<file path="config.mk">
export PLATFORM = sky130hd
export DESIGN_NAME = audio_rate_ctrl
export DESIGN_NICKNAME = d
export VERILOG_FILES = /design/src/rtl/audio_rate_ctrl.sv
export SDC_FILE = /design/constraint.sdc
export NUM_CORES = 1
export LEC_CHECK = 0
export CAP_MARGIN = 20
export CORE_AREA = 2 2 97 99
export CTS_CLUSTER_SIZE = 16
export DETAILED_ROUTE_END_ITERATION = 8
export DIE_AREA = 0 0 99 101
export GPL_TIMING_DRIVEN = 0
export SLEW_MARGIN = 20
export SYNTH_ARGS = -nofsm -noshare
export SYNTH_HDL_FRONTEND = slang
export SYNTH_SLANG_ARGS = --single-unit
</file>
<file path="constraint.sdc">
create_clock -name mclk -period 4.6 [get_ports mclk]
set_input_delay 1.15 -clock mclk [delete_from_list [all_inputs] [get_ports mclk]]
set_output_delay 1.15 -clock mclk [all_outputs]
set_load 0.03 [all_outputs]
</file>
<file path="src/rtl/audio_rate_ctrl.sv">
// Audio master-clock divider: derives sclk (64fs) and lrck (fs) from mclk and
// sequences muted, frame-aligned, glitch-free changes of the mclk/fs ratio.
module audio_rate_ctrl #(
  parameter logic [1:0]  INIT_RATE     = 2'd1,
  parameter logic [15:0] MUTE_TIMEOUT  = 16'd4096,
  parameter int          SETTLE_FRAMES = 4
) (
  input  logic       mclk,
  input  logic       rst_n,
  input  logic [1:0] rate_sel,
  input  logic       rate_req,
  input  logic       mute_ack,
  output logic       sclk,
  output logic       lrck,
  output logic       clk_en,
  output logic       mute_req,
  output logic       rate_busy,
  output logic [1:0] cur_rate,
  output logic       rate_done,
  output logic       rate_err
);

  localparam logic [2:0] ST_RUN       = 3'd0;
  localparam logic [2:0] ST_MUTE_WAIT = 3'd1;
  localparam logic [2:0] ST_STOP      = 3'd2;
  localparam logic [2:0] ST_SETTLE    = 3'd3;
  localparam logic [2:0] ST_UNMUTE    = 3'd4;

  // The timeout pulse is registered one cycle ahead so rate_err is high in the
  // cycle the counter reaches MUTE_TIMEOUT-1 (MUTE_TIMEOUT must be >= 2).
  localparam logic [15:0] TMO_PRE     = MUTE_TIMEOUT - 16'd2;
  localparam logic [3:0]  SETTLE_LAST = 4'(SETTLE_FRAMES - 1);

  logic [2:0]  state, state_nxt;
  logic [8:0]  cnt, cnt_nxt, cnt_last;
  logic [1:0]  pend, rate_nxt;
  logic [15:0] tmo;
  logic [3:0]  frames;
  logic        go, busy;
  logic        wrap, clk_en_nxt, sclk_nxt, lrck_nxt;
  logic        req_bad, req_same, req_new, tmo_hit, stop_now;
  logic [1:0]  taps;

  function automatic logic [8:0] frame_last(input logic [1:0] r);
    logic [8:0] v;
    case (r)
      2'd0:    v = 9'd511;
      2'd1:    v = 9'd255;
      default: v = 9'd127;
    endcase
    return v;
  endfunction

  // Returns {lrck, sclk} for a given count and rate code.
  function automatic logic [1:0] tap_decode(input logic [8:0] c, input logic [1:0] r);
    logic [1:0] v;
    case (r)
      2'd0:    v = {c[8], c[2]};
      2'd1:    v = {c[7], c[1]};
      default: v = {c[6], c[0]};
    endcase
    return v;
  endfunction

  always_comb begin
    cnt_last = frame_last(cur_rate);
    wrap     = clk_en && (cnt == cnt_last);
    req_bad  = (state == ST_RUN) && rate_req && (rate_sel == 2'd3);
    req_same = (state == ST_RUN) && rate_req && (rate_sel != 2'd3) && (rate_sel == cur_rate);
    req_new  = (state == ST_RUN) && rate_req && (rate_sel != 2'd3) && (rate_sel != cur_rate);
    tmo_hit  = (state == ST_MUTE_WAIT) && !go && !mute_ack && (tmo == TMO_PRE);
    stop_now = (state == ST_MUTE_WAIT) && go && wrap;

    clk_en_nxt = clk_en;
    if (stop_now)
      clk_en_nxt = 1'b0;
    else if (state == ST_STOP)
      clk_en_nxt = 1'b1;

    rate_nxt = (state == ST_STOP) ? pend : cur_rate;
    cnt_nxt  = (!clk_en || !clk_en_nxt || wrap) ? 9'd0 : cnt + 9'd1;

    // Taps are decoded from the next count so sclk/lrck line up with cnt.
    taps     = clk_en_nxt ? tap_decode(cnt_nxt, rate_nxt) : 2'b00;
    lrck_nxt = taps[1];
    sclk_nxt = taps[0];
  end

  always_comb begin
    state_nxt = state;
    case (state)
      ST_RUN:       if (req_new) state_nxt = ST_MUTE_WAIT;
      ST_MUTE_WAIT: if (stop_now) state_nxt = ST_STOP;
      ST_STOP:      state_nxt = ST_SETTLE;
      ST_SETTLE:    if (wrap && (frames == SETTLE_LAST)) state_nxt = ST_UNMUTE;
      ST_UNMUTE:    state_nxt = ST_RUN;
      default:      state_nxt = ST_RUN;
    endcase
  end

  always_ff @(posedge mclk or negedge rst_n) begin
    if (!rst_n) begin
      state     <= ST_RUN;
      cnt       <= 9'd0;
      clk_en    <= 1'b1;
      sclk      <= 1'b0;
      lrck      <= 1'b0;
      cur_rate  <= INIT_RATE;
      pend      <= INIT_RATE;
      tmo       <= 16'd0;
      go        <= 1'b0;
      frames    <= 4'd0;
      busy      <= 1'b0;
      rate_done <= 1'b0;
      rate_err  <= 1'b0;
    end else begin
      state     <= state_nxt;
      cnt       <= cnt_nxt;
      clk_en    <= clk_en_nxt;
      sclk      <= sclk_nxt;
      lrck      <= lrck_nxt;
      cur_rate  <= rate_nxt;
      busy      <= (state_nxt != ST_RUN);
      rate_done <= req_same || (state == ST_UNMUTE);
      rate_err  <= req_bad || tmo_hit;

      if (req_new) begin
        pend <= rate_sel;
        tmo  <= 16'd0;
        go   <= 1'b0;
      end else if (state == ST_MUTE_WAIT) begin
        if (!go) tmo <= tmo + 16'd1;
        if (mute_ack || tmo_hit) go <= 1'b1;
      end

      if (state == ST_STOP)
        frames <= 4'd0;
      else if ((state == ST_SETTLE) && wrap)
        frames <= frames + 4'd1;
    end
  end

  assign mute_req  = busy;
  assign rate_busy = busy;

endmodule

</file>
# Yosys cells after proc, flatten, opt, wreduce, memory -nomap -nowiden
# Cells that the tools add are included.
# word_totals
mem_count,0
mem_bits_rw,0
wordCells,80
mem_bits_ro,0
regBits,43
latch_bits,0
# classes
n_addsub,3
eq_ne,14
multipliers,0
muxes,19
n_bitwise,0
reduce_logical,31
shift,0
div,0
n_lt_le_gt_ge,0
# op_table
cell,n
$mux W16,3
$pmux W9 S2,1
$add A16 B1 Y16 const B,1
$eq A16 B12 Y1 const B,1
$logic_and A1 B1 Y1,13
$pmux W3 S4,1
$add A9 B1 Y9 const B,1
$eq A9 B9 Y1,1
$mux W3,3
$mux W9,1
$mux W4,2
$eq A3 B2 Y1 const B,2
$reduce_bool A2 Y1,3
$logic_or A1 B1 Y1,5
$mux W1,5
$add A4 B1 Y4 const B,1
$eq A2 B1 Y1 const B,2
$eq A4 B2 Y1 const B,1
$logic_not A1 Y1,4
$logic_not A2 Y1,2
$mux W2,2
$pmux W2 S2,1
$reduce_and A2 Y1,2
$eq A3 B1 Y1 const B,1
8 further kinds,8

# Longest topological paths before layout
# depth
ltp_word,12
mapped_depth,8
depth_no_buf,6

# Least setup slack after synthesis
# OpenSTA, ideal clock, no wires.
# synth_path
kind,input port to flip-flop
from,in rate_sel[1]
to,reg tmo[0]
stages,6
setup_time_ps,132
arrival_time_ps,2052
t_required_ps,4468
setup_slack_ps,2416
path_cell_list,a21oi_1 o22a_1 nor2_1 buf_2 buf_1 nor2_1
# synth_between
elab_chain_len,5
# synth_lines
item,line,rtl
"start, declared",10,"input logic [1:0] rate_sel,"
$ne A2 B2 Y1,70,req_new = (state == ST_RUN) && rate_req && (rate_sel != 2'd3) && (rate_sel != cur_rate);
$logic_and A1 B1 Y1,70,
$logic_and A1 B1 Y1 (*),70,
$ne A2 B1 Y1 (no line) or $reduce_bool A2 Y1 (tied branches),n/a,
$reduce_and A2 Y1 (no line),n/a,
"end signal, assigned",132,if (!go) tmo <= tmo + 16'd1;
"end, declared",37,logic [15:0] tmo;
# Every way passes the cells marked *; elsewhere a longest branch is shown, timed or not.
# A chain may end at the register's enable or synchronous reset.

# Worst setup path in the final report
# layout_path
from,in rate_sel[1]
to,reg tmo[13]
# Same word-level chain as after synthesis.

==> reports/metrics.csv <==
stage,metric,value,unit
timing,final worst setup slack,1.84,ns
cells_and_area,net total in the final layout,258,
setup_path,critical path startpoint category,primary input,
clock_tree,clock latency reported for the late side of the worst-skew pair,0.30,ns
grt,Global Route Usage Sum,9.45,%
power,power per cell area,285,nW/um^2
cells_and_area,Antenna Diode Count,0,
setup_path,maximum fanout encountered on the critical timing path,10,
grt,antenna violations before repair,0,
grt,largest net degree at the start of global routing,29,
clock_tree,post-CTS setup repair buffer count,0,
detailed_routing,total number of vias,1694,
yosys,largest family of logic cells by synthesized area,simple AND/OR/NAND/NOR gates,
clock_tree,hold-fix buffers at CTS,0,
die,number of primary I/O pins,15,
timing,slew margin rel.,43.1,%
placement,pre-CTS setup slack,1.51,ns
detailed_routing,detailed-routing iteration count for the pre-antenna-repair pass,4,
status,run status,"finished, final reports clean",
timing,clock period minus final worst setup slack,2.76,ns
cells_and_area,share of post-route cells with drive strength above 1,11.6,%
setup_path,critical path arrival,2.94,ns
yosys,"area fraction in and, or, nand and nor cells after synthesis",23.7,%
die,placeable core region,8980,um^2
yosys,average cell area after synthesis,9.77,um^2
grt,met2 Usage GRT,14.6,%
placement,quantity of I/O buffers inserted on ports,14,
clock_tree,clock root buffer,sky130_fd_sc_hd__clkbuf_8,
clock_tree,number of clock sinks,43,
power,worst supply voltage drop on vdd,0.000181,V
die,die height,101,um
die,Starting Density,24.6,%
yosys,Synth Net Count,236,
clock_tree,number of cells upsized or downsized after cts,0,
timing,Max Clock Freq,362,MHz
yosys,part of the Yosys area used for sequential elements,48.9,%
timing,max-slew violation total from the final report,0,
cells_and_area,layout-stage area growth over the synthesis result,18.6,%
setup_path,slowest stage cell on the critical path,sky130_fd_sc_hd__clkdlybuf4s50_1,
yosys,gate count after technology mapping,226,
die,floorplan die area,10000,um^2
clock_tree,CTS clock-pin slew for the worst setup and hold paths,0.08,ns
yosys,complex-gate fraction of the synthesized area,9.97,%
timing,final number of setup-violating endpoints,0,
run,Max Cap Violations,0,
yosys,netlist area before placement,2210,um^2
detailed_routing,detailed-route vias per instance,4.71,
power,static power due to leakage,1.07,nW
yosys,flip-flop cell with the highest count after synthesis,sky130_fd_sc_hd__dfrtp_1,
cells_and_area,"commonest non-fill, non-tap cell in the layout",sky130_fd_sc_hd__dfrtp_1,
yosys,warnings from Yosys,0,
setup_path,kind of critical path,in2reg,
setup_path,cell-by-cell trace of the critical path,"clkdlybuf4s50_1, a21oi_1, o22a_1, nor2_1, buf_2, buf_1, nor2_1",
clock_tree,H-tree levels,2,
die,number of rows in the core area,35,
clock_tree,CTS tree,done,
clock_tree,clock buffers created by TritonCTS,5,
grt,most heavily used metal layer in global routing,met2,
detailed_routing,count of unresolved DRC violations after routing,0,
placement,final estimated routing congestion in global placement,0.795,
setup_path,flop2flop setup slack,2.52,ns
detailed_routing,wire length reported by the detailed router,4.36,mm
yosys,cells taking the most area after synthesis,"sky130_fd_sc_hd__dfrtp_1 (45%), sky130_fd_sc_hd__xor2_1 (5.9%), sky130_fd_sc_hd__nor2_1 (5.6%)",
detailed_routing,final antenna-violating net count,0,
setup_path,WP buf/inv,3,
grt,wire length of the first global-routing pass,7.71,mm
yosys,adder and majority cell fraction of the synthesized area,2.27,%
yosys,xor/xnor cell area share of the yosys netlist,8.73,%
yosys,share of async-settable or async-resettable flops after synthesis,100,%
grt,M3 GR Usage,1.53,%
setup_path,most common cell type on the critical path,sky130_fd_sc_hd__nor2_1,
grt,GRT Residual Overflow,0,
setup_path,max incr delay on CP,0.60,ns
cells_and_area,most frequent cells in the layout,"sky130_fd_sc_hd__dfrtp_1 (40), sky130_fd_sc_hd__nor2_1 (33), sky130_fd_sc_hd__xor2_1 (15)",
yosys,multiplexer area fraction after synthesis,1.93,%
timing,Fin Clk Skew,0.00556,ns
yosys,number of distinct library cells after synthesis,45,
detailed_routing,number of DRC violations after detailed-routing iteration 0,61,
yosys,largest area contributor in the synthesized netlist,sky130_fd_sc_hd__dfrtp_1,
setup_path,endpoint type of the worst setup path,register,
grt,via count of the first global-routing pass,1678,
clock_tree,maximum buffer depth of the clock tree,2,
timing,setup repair after global routing missed its margin,false,
timing,actual transition at the worst max-transition pin,0.841,ns
die,width of the chip,99,um
timing,share of the clock period used by the worst path,60.0,%
timing,Final Hold Viols,0,
min_path,worst hold-check path type,reg2reg,
setup_path,Worst EP required,4.78,ns
yosys,count of state elements after synthesis,43,
timing,Setup TNS Final,0,ns
detailed_routing,average wire length per cell after detail routing,12.1,um
placement,detailed-placement wirelength estimate,3.10,mm
yosys,portion of synthesized cell area occupied by the leading cell type,45.3,%
setup_path,Worst path top cell family by delay,buffers and inverters,
yosys,"EDFF count, synth",0,
grt,met1 usage,12.7,%
[Yosys cell counts, drive strengths merged (2+ instances only)]
cell    instances
nand4          12
nor2           33
a31oi           3
o211ai          3
buf             9
xnor2           7
xor2           15
a211oi          2
or3             2
and3            5
ha              4
nand3b          2
mux2i           2
mux2            2
nand2b          2
nand2          11
and2            4
o22ai           2
dfstp           3
a21oi           8
nand3          13
inv            13
o21ai           5
dfrtp          40
nor3            7
nor4b           3
[power breakdown]
part / switching, mW / internal [mW] / total, mW
combinational: 0.0212 / 0.0178 / 0.0390
sequential: 0.0117 / 0.389 / 0.401
clock: 0.132 / 0.176 / 0.308
[final timing paths]
kind | start | endpoint | cells past startpoint
max in group asynchronous | rst_n | cur_rate[0]$_DFF_PN1_ | 2
max reg2reg | state[2]$_DFF_PN0_ | lrck$_DFF_PN0_ | 6
min in group asynchronous | rst_n | cnt[5]$_DFF_PN0_ | 1
min reg2reg | pend[1]$_DFFE_PN0P_ | pend[1]$_DFFE_PN0P_ | 1
min | pend[1]$_DFFE_PN0P_ | pend[1]$_DFFE_PN0P_ | 1
max | rate_sel[1] | tmo[13]$_DFFE_PN0P_ | 7
[metrics by stage]
stage | power, mW | instances | cell area (um^2) | hold slack, ns | util (%)
after global placement | 0.444 | 351 | 2490 | 0.496 | 27.7
after global routing | 0.780 | 360 | 2620 | 0.542 | 29.2
after CTS | 0.757 | 360 | 2620 | 0.516 | 29.2
after floorplan | 0.426 | 226 | 2210 | 0.465 | -
final | 0.747 | 360 | 2620 | 0.521 | 29.2
after detailed placement | 0.448 | 352 | 2500 | 0.501 | 27.9
[area by class of cell]
type | instances | area, um^2
Clock inverter | 2 | 35.0
Tap cell | 111 | 139
Clock buffer | 6 | 82.6
Sequential cell | 43 | 1080
Multi-Input combinational cell | 160 | 1030
Fill cell | 923 | 6360
Timing Repair Buffer | 15 | 155
Buffer | 10 | 50.0
Inverter | 13 | 48.8
[metal layers]
layer  part of all wire [%]  vias up
met3                    2.2        9
met1                     50      819
li1                       -      835
met5                      0        -
met4                    2.7        0
met2                     45       31
[registers in the layout (all words and copies together), names as in the netlist]
name	cells
state	3
cnt	9
mute_req	1
go	1
clk_en	1
tmo	16
rate_err	1
sclk	1
cur_rate	2
frames	4
pend	2
lrck	1
rate_done	1
[kinds of logic after synthesis]
logic type | after synthesis
buf+inv | 23
xor+xnor | 22
mux | 4
flops | 43
fa+ha+maj | 4
simple gates | 99
compound gates | 31
Power figures use the tool's default switching activity.
